==> config.mk <==
export PLATFORM = sky130hd
export DESIGN_NAME = adder_rsp_unit
export DESIGN_NICKNAME = d
export VERILOG_FILES = /design/src/rtl/adder_pkg.sv /design/src/rtl/adder_rsp_fifo.sv /design/src/rtl/adder_rsp_unit.sv
export SDC_FILE = /design/constraint.sdc
export NUM_CORES = 1
export LEC_CHECK = 0
export CORE_ASPECT_RATIO = 0.5
export CORE_MARGIN = 4
export CORE_UTILIZATION = 40
export DETAILED_ROUTE_END_ITERATION = 10
export PLACE_DENSITY = 0.71
export SYNTH_ARGS = -nofsm -noshare
export SYNTH_HDL_FRONTEND = slang
export SYNTH_SLANG_ARGS = --single-unit
==> constraint.sdc <==
create_clock -name clk -period 2.5 [get_ports clk]
set_input_delay 0.5 -clock clk [delete_from_list [all_inputs] [get_ports clk]]
set_output_delay 0.5 -clock clk [all_outputs]
set_load 0.005 [all_outputs]
==> src/rtl/adder_pkg.sv <==
// Shared types for the adder response unit: result entry layout, stats width,
// and the buffer occupancy states.
package adder_pkg;

  localparam int OVF_CNT_W   = 16;
  // Widest operand the shared entry type can carry; WIDTH must not exceed it.
  localparam int ADDER_MAX_W = 32;

  typedef struct packed {
    logic [ADDER_MAX_W-1:0] sum;
    logic                   cout;
  } adder_rsp_t;

  typedef enum logic [1:0] {
    OCC_EMPTY   = 2'd0,
    OCC_PARTIAL = 2'd1,
    OCC_FULL    = 2'd2
  } occ_state_e;

endpackage

==> src/rtl/adder_rsp_fifo.sv <==
// Result buffer for adder_rsp_unit: circular store with an EMPTY/PARTIAL/FULL
// occupancy FSM. The state output is the single source of full/empty.
module adder_rsp_fifo
  import adder_pkg::*;
#(
  parameter int  DEPTH   = 4,
  parameter type entry_t = adder_rsp_t
) (
  input  logic       clk,
  input  logic       rst,
  input  logic       push,
  input  entry_t     wdata,
  input  logic       pop,
  output entry_t     rdata,
  output occ_state_e state
);

  localparam int AW = $clog2(DEPTH);
  localparam int CW = AW + 1;

  entry_t         mem [DEPTH];
  logic [AW-1:0]  wr_ptr;
  logic [AW-1:0]  rd_ptr;
  logic [CW-1:0]  count_q;
  logic [CW-1:0]  count_d;
  occ_state_e     state_q;
  occ_state_e     state_d;

  always_ff @(posedge clk) begin
    if (rst) begin
      state_q <= OCC_EMPTY;
      count_q <= '0;
      wr_ptr  <= '0;
      rd_ptr  <= '0;
    end else begin
      state_q <= state_d;
      count_q <= count_d;
      if (push) wr_ptr <= wr_ptr + AW'(1);
      if (pop)  rd_ptr <= rd_ptr + AW'(1);
    end
  end

  // Storage is not reset; occupancy alone decides what is visible.
  always_ff @(posedge clk) begin
    if (push && !rst) mem[wr_ptr] <= wdata;
  end

  always_comb begin
    count_d = count_q;
    state_d = state_q;
    case ({push, pop})
      2'b10:   count_d = count_q + CW'(1);
      2'b01:   count_d = count_q - CW'(1);
      default: count_d = count_q;
    endcase
    if (count_d == '0)
      state_d = OCC_EMPTY;
    else if (count_d == CW'(DEPTH))
      state_d = OCC_FULL;
    else
      state_d = OCC_PARTIAL;
  end

  assign state = state_q;
  assign rdata = (state_q == OCC_EMPTY) ? '0 : mem[rd_ptr];

endmodule

==> src/rtl/adder_rsp_unit.sv <==
// Buffered adder: accepts operand sets, returns {cout,sum} in acceptance order.
// Optional overflow statistics port enabled by ADDER_RSP_STATS_EN.
module adder_rsp_unit
  import adder_pkg::*;
#(
  parameter int WIDTH = 2,
  parameter int DEPTH = 4
) (
  input  logic                 clk,
  input  logic                 rst,
  input  logic                 req_valid,
  output logic                 req_ready,
  input  logic [WIDTH-1:0]     req_a,
  input  logic [WIDTH-1:0]     req_b,
  input  logic                 req_cin,
  output logic                 rsp_valid,
  input  logic                 rsp_ready,
  output logic [WIDTH-1:0]     rsp_sum,
  output logic                 rsp_cout
`ifdef ADDER_RSP_STATS_EN
  ,
  output logic [OVF_CNT_W-1:0] ovf_count
`endif
);

  // Handshakes: a transfer happens on a rising edge where valid && ready.
  // req_ready and rsp_valid come from registered occupancy only, so neither
  // depends combinationally on the other side's valid or ready.

  logic [WIDTH:0] total;
  adder_rsp_t     wentry;
  adder_rsp_t     rentry;
  occ_state_e     occ_state;
  logic           push;
  logic           pop;

  assign total = {1'b0, req_a} + {1'b0, req_b} + {{WIDTH{1'b0}}, req_cin};

  always_comb begin
    wentry                  = '0;
    wentry.sum[WIDTH-1:0]   = total[WIDTH-1:0];
    wentry.cout             = total[WIDTH];
  end

  assign req_ready = (occ_state != OCC_FULL);
  assign rsp_valid = (occ_state != OCC_EMPTY);
  assign push      = req_valid && req_ready;
  assign pop       = rsp_valid && rsp_ready;

  adder_rsp_fifo #(
    .DEPTH   (DEPTH),
    .entry_t (adder_rsp_t)
  ) u_fifo (
    .clk   (clk),
    .rst   (rst),
    .push  (push),
    .wdata (wentry),
    .pop   (pop),
    .rdata (rentry),
    .state (occ_state)
  );

  // The buffer returns zeros when empty, so the outputs need no extra gating.
  assign rsp_sum  = rentry.sum[WIDTH-1:0];
  assign rsp_cout = rentry.cout;

  generate
    if (WIDTH < ADDER_MAX_W) begin : g_hi
      logic unused_sum_hi;
      assign unused_sum_hi = |rentry.sum[ADDER_MAX_W-1:WIDTH];
    end
  endgenerate

`ifdef ADDER_RSP_STATS_EN
  always_ff @(posedge clk) begin
    if (rst)
      ovf_count <= '0;
    else if (push && total[WIDTH] && (ovf_count != {OVF_CNT_W{1'b1}}))
      ovf_count <= ovf_count + OVF_CNT_W'(1);
  end
`endif

endmodule

* Word-level counts from Yosys, hierarchy flattened *
Memory sizes are Yosys's and may differ from the RTL's. A register that Yosys moved wholly into a read port is not among the register bits.
Index checks and enable logic that the tools add are counted.

operators by class
  eq/ne operators = 4
  add/subtract/negate cells = 6
  mux-type cells = 7
  reduce and logical (&&, ||, !) cells = 8

operators by type and width
  kind                 number
  $mux 2               3
  $pmux 3 s2           1
  $add 2x1->2 const B  2
  $add 2x2->3          1
  $add 3x1->3          1
  $add 3x1->3 const B  1
  $eq 3x3->1 const B   1
  $logic_and 1x1->1    3
  $logic_not 3->1      1
  $mux 3               1
  $sub 3x1->3 const B  1
  $eq 2x1->1 const B   1
  $eq 2x2->1 const B   1
  $logic_not 2->1      1
  $mux 1               2
  $ne 2x2->1 const B   1
  $reduce_bool 2->1    1
  $reduce_or 2->1      1
  $logic_not 1->1      1

word-level totals
  word-level logic and storage cells = 30
  RAM bits = 12
  output and inout port bits = 5
  memories = 1
  bits of input ports = 9
  register bits after elaboration = 9

memory list
  memory      words  bits a word  rd ports  clocked after memory_dff  wr ports  RTL line              source
  u_fifo.mem  4      3            1         1                         1         adder_rsp_fifo.sv:21  entry_t mem [DEPTH];

* Depth between registers and ports, before layout *
Gate-level depths: netlist (run 1).

  word-level depth = 6
  gate-level depth with buffers = 9
  gate-level depth less buffers = 9

* Modules after synthesis *
Synthesis (run 1) repeated with hierarchy kept, for this count alone.

unflattened totals
  cells, all modules = 280
  area, all modules = 5606.6 µm²

by module, submodules not included
  module          seq. area each (µm²)  times used  area each (µm²)  cells each
  adder_rsp_fifo  4184.0                1           5507.8           265
  adder_rsp_unit  0.0                   1           98.8             15

* Least setup slack after synthesis (run 1) *
OpenSTA, ideal clock, no wires.

  path kind = register -> register
  start point = register u_fifo.state_q[1] (netlist: u_fifo.state[1])
  end point = register u_fifo.count_q[2]
  path slack = 0.522 ns
  arrival time = 1.855 ns
  required time = 2.377 ns
  cell stages (with the launch flop) = 10
  clock period less this slack = 1.978 ns
  setup time = 0.123 ns
  buffers on the path = 0
  path through = dfxtp_1 > nor2b_1 > inv_1 > nand2_1 > ha_1 > inv_1 > fa_1 > xnor2_1 > nor4b_1 > or2_2

on the way
  cells in the longest elaborated chain, start to end = 4
  elaborated cells between the ends (all ways) = 7
  those cells by class = 3 x eq/ne; 1 x mux; 3 x reduce/logical

ends and longest elaborated chain
  what                                      RTL line              source
  start, declared                           adder_rsp_fifo.sv:26  occ_state_e state_q;
  start signal, assigned                    adder_rsp_fifo.sv:36  state_q <= state_d;
  $ne 2x2->1 (*)                            adder_rsp_unit.sv:45  assign req_ready = (occ_state != OCC_FULL);
  net req_ready                             adder_rsp_unit.sv:12  output logic req_ready,
  $logic_and 1x1->1 (*)                     adder_rsp_unit.sv:47  assign push = req_valid && req_ready;
  $eq 2x1->1 or $eq 2x2->1 (tied branches)  adder_rsp_fifo.sv:51  case ({push, pop})
  $pmux 3 s2 (*)                            adder_rsp_fifo.sv:51
  end signal, assigned                      adder_rsp_fifo.sv:37  count_q <= count_d;
  end, declared                             adder_rsp_fifo.sv:24  logic [CW-1:0] count_q;

The timed path passes the listed nets; every way through them passes the cells marked *.
A chain may end at the register's enable or synchronous reset.

==> flow_metrics.tcl, run 1 <==
set metrics [dict create \
    wl_per_cell_um 12.0 \
    viasPerCell 4.63 \
    slowest_delay_ps 580 \
    detailed_place_hpwl_mm 1.39 \
    synth_most_common_cell "inv_1" \
    synth_warnings 0 \
    power_density_nw_per_um2 744 \
    io_buffer_count 13 \
    async_reset_ff_frac 0 \
    yosysTopAreaCellShare 0.335 \
    crit_path_end_kind "output pin" \
    hold_viol 0 \
    grt_use_total 0.111 \
    start_kind "flop" \
    cap_violations 0 \
    fin_crit_ps 2370 \
    clk_pin_slew_worst_paths_ps 80 \
    final_nets 127 \
    cts_resized 0 \
    placed_cells 140 \
    ys_seq_area_frac 0.540 \
    cts_buffer_depth 2 \
    globalplace.congestion 0.744 \
    cp.required_ps 2000 \
    hold_class "flop to flop" \
    area_delta_synth_final_pct 20.8 \
    yosys-top-cells-count "inv_1, edfxtp_1, dfxtp_1, nor2_1, ha_1" \
    crit_buf_inv 1 \
    first_pass_iters 4 \
    cp_max_fo 3 \
    die_area_um2 3630 \
    yosysTopAreaCell "edfxtp_1" \
    synth_nets 109 \
    diodes 0 \
    fp.dieW_um 81.3 \
    synth_edf_count 12 \
    fin_ws_ps 129 \
    fin_worst_skew_ps 4.74 \
    grt_pass1_wl_mm 2.89 \
    drt_wl_total_mm 1.73 \
    synth_area_leaders "edfxtp_1, dfxtp_1, inv_1" \
    path_delay_family "multiplexers" \
    synth_cells 92 \
    grt_setup_unrepaired "false" \
    ys_types 25 \
    ys_seq_elements 23 \
    cts_tree "done" \
    pre_cts_ws_ps -54.0 \
    postSynthAreaPerCell_um2 11.7 \
    clock-sinks 23 \
    overflow 0 \
    synth_ff_type "edfxtp_1" \
    cts_hold_buf 0 \
    slew_viol_final 0 \
    std_cell_rows 12 \
    outcome "completed" \
    grt_pass1_vias 605 \
    crit_slowest_cell "mux4_1" \
    cts_inserted_buffers 3 \
    syn-cell-area_um2 1070 \
    finalSetupViolations 0 \
    final_layout_size_suffix_gt1_frac 0.0826 \
    worstMarginPinSlew_ps 350 \
    cts_root_buf "clkbuf_8" \
    drc 0 \
    slew_headroom 0.763 \
    antenna_found_initial 0 \
    vdd_drop_max_mv 0.308 \
    grt_max_degree 14 \
    final.period_utilization 0.948 \
    worst_ep_arrival_time_ps 1870 \
    initial_core_util 0.450 \
    drt_iter0_markers 26 \
    design.core.area_um2 2390 \
    htreeDepth 1 \
    num_vias 666 \
    crit_path_cell_trace "mux4_1 > nor2b_1 > clkdlybuf4s50_1" \
    antenna_left 0 \
    die_h_um 44.7 \
    final_cells 144 \
    fmax_mhz 422 \
    cts_setup_buffers 0 \
    worstSetupPathType "flop to output pin" \
    worstSkewPairLatency_ps 260 \
    ios 14 \
    leakage_uw 0.000525 \
]
-- worst paths after layout --
check | endpoint | slack [ps] | cells past startpoint | start
worst min register to register | u_fifo.wr_ptr[0] | 520 | 2 | u_fifo.wr_ptr[0]
worst min-delay path | u_fifo.wr_ptr[0] | 520 | 2 | u_fifo.wr_ptr[0]
worst max register to register | u_fifo.count_q[2] | 260 | 9 | u_fifo.state[1]
worst max-delay path | rsp_sum[1] | 130 | 3 | flop
-- stage by stage --
step / util / TNS, ps / hold slack (ps) / power, µW / area [µm²]
after floorplan: - / 0 / 478 / 651 / 1070
after global placement: 0.525 / 0 / 508 / 745 / 1250
after detailed placement: 0.525 / -105 / 507 / 752 / 1250
after CTS: 0.544 / 0 / 528 / 979 / 1300
after global routing: 0.544 / 0 / 555 / 1030 / 1300
final: 0.544 / 0 / 520 / 966 / 1300
-- worst reg2reg max path, cell delays in order (launching register included) --
cell and delay [ps]:
dfxtp_1 380, nor2b_1 260, inv_1 140, nand2_1 100
ha_1 180, inv_1 60, fa_1 370, xnor2_1 200
nor4b_1 340, or2_2 170
-- cells by family (layout without fill, tap and decap cells) --
| family | count (synthesis) | count (layout) | synth area share |
|---|---|---|---|
| buffers and inverters | 19 | 36 | 0.0663 |
| xor gates and xnor gates | 4 | 4 | 0.0326 |
| and+or+nand+nor | 26 | 26 | 0.132 |
| AOI/OAI and AO/OA | 9 | 9 | 0.0489 |
| DFF | 23 | 23 | 0.540 |
| adders and majority gates | 8 | 8 | 0.114 |
| muxes | 3 | 3 | 0.0664 |
-- cell type report --
cell class,instances,area (µm²)
tap,35,43.8
sequential,23,581
inverter,18,67.6
clock inverter,1,5.00
timing repair buffer,14,138
multi-input combinational,50,423
fill,208,1090
clock buffer,3,41.3
-- layout by cell type, fill, tap and decap left out, types with 2 or more instances in the layout --
cell,Yosys,routed
fa_1,3,3
ha_1,5,5
and2_1,4,4
a21oi_1,4,4
inv_1,18,18
dfxtp_1,11,11
nand3_1,2,2
o21ai_0,3,3
nor2b_1,4,4
xor2_1,3,3
clkdlybuf4s50_1,0,13
edfxtp_1,12,12
mux4_2,2,2
nor3_1,2,2
nor2_1,8,8
clkbuf_8,0,3
-- report_power, final --
group / internal, µW / leakage, µW / switching, µW / total, µW
Sequential: 446 / 0.000199 / 39.3 / 485
Combinational: 141 / 0.000300 / 116 / 257
Clock: 111 / 0.0000255 / 113 / 224
-- flip-flops by register name, summed over array words and instances, names as in the netlist, named ones only --
register / cells
u_fifo.wr_ptr: 2
u_fifo.rd_ptr: 2
u_fifo.count_q: 3
u_fifo.state: 2
u_fifo.mem: 12
-- routing by layer --
layer	global-route usage	up-vias	share of wire
met5	0	-	0
met4	0.0303	0	0.0098
met3	0.0488	5	0.057
met2	0.175	14	0.47
met1	0.141	314	0.46
li1	-	333	-
Power figures use the tool's default switching activity.
==> run 2: changes to the inputs <==
Settings changed: CTS_BUF_LIST from default to sky130_fd_sc_hd__clkbuf_4 sky130_fd_sc_hd__clkbuf_8 sky130_fd_sc_hd__clkbuf_16, SLEW_MARGIN from default to 20.
==> results of run 2 <==
The final DEF is identical to that of run 1; final timing and power are the same.
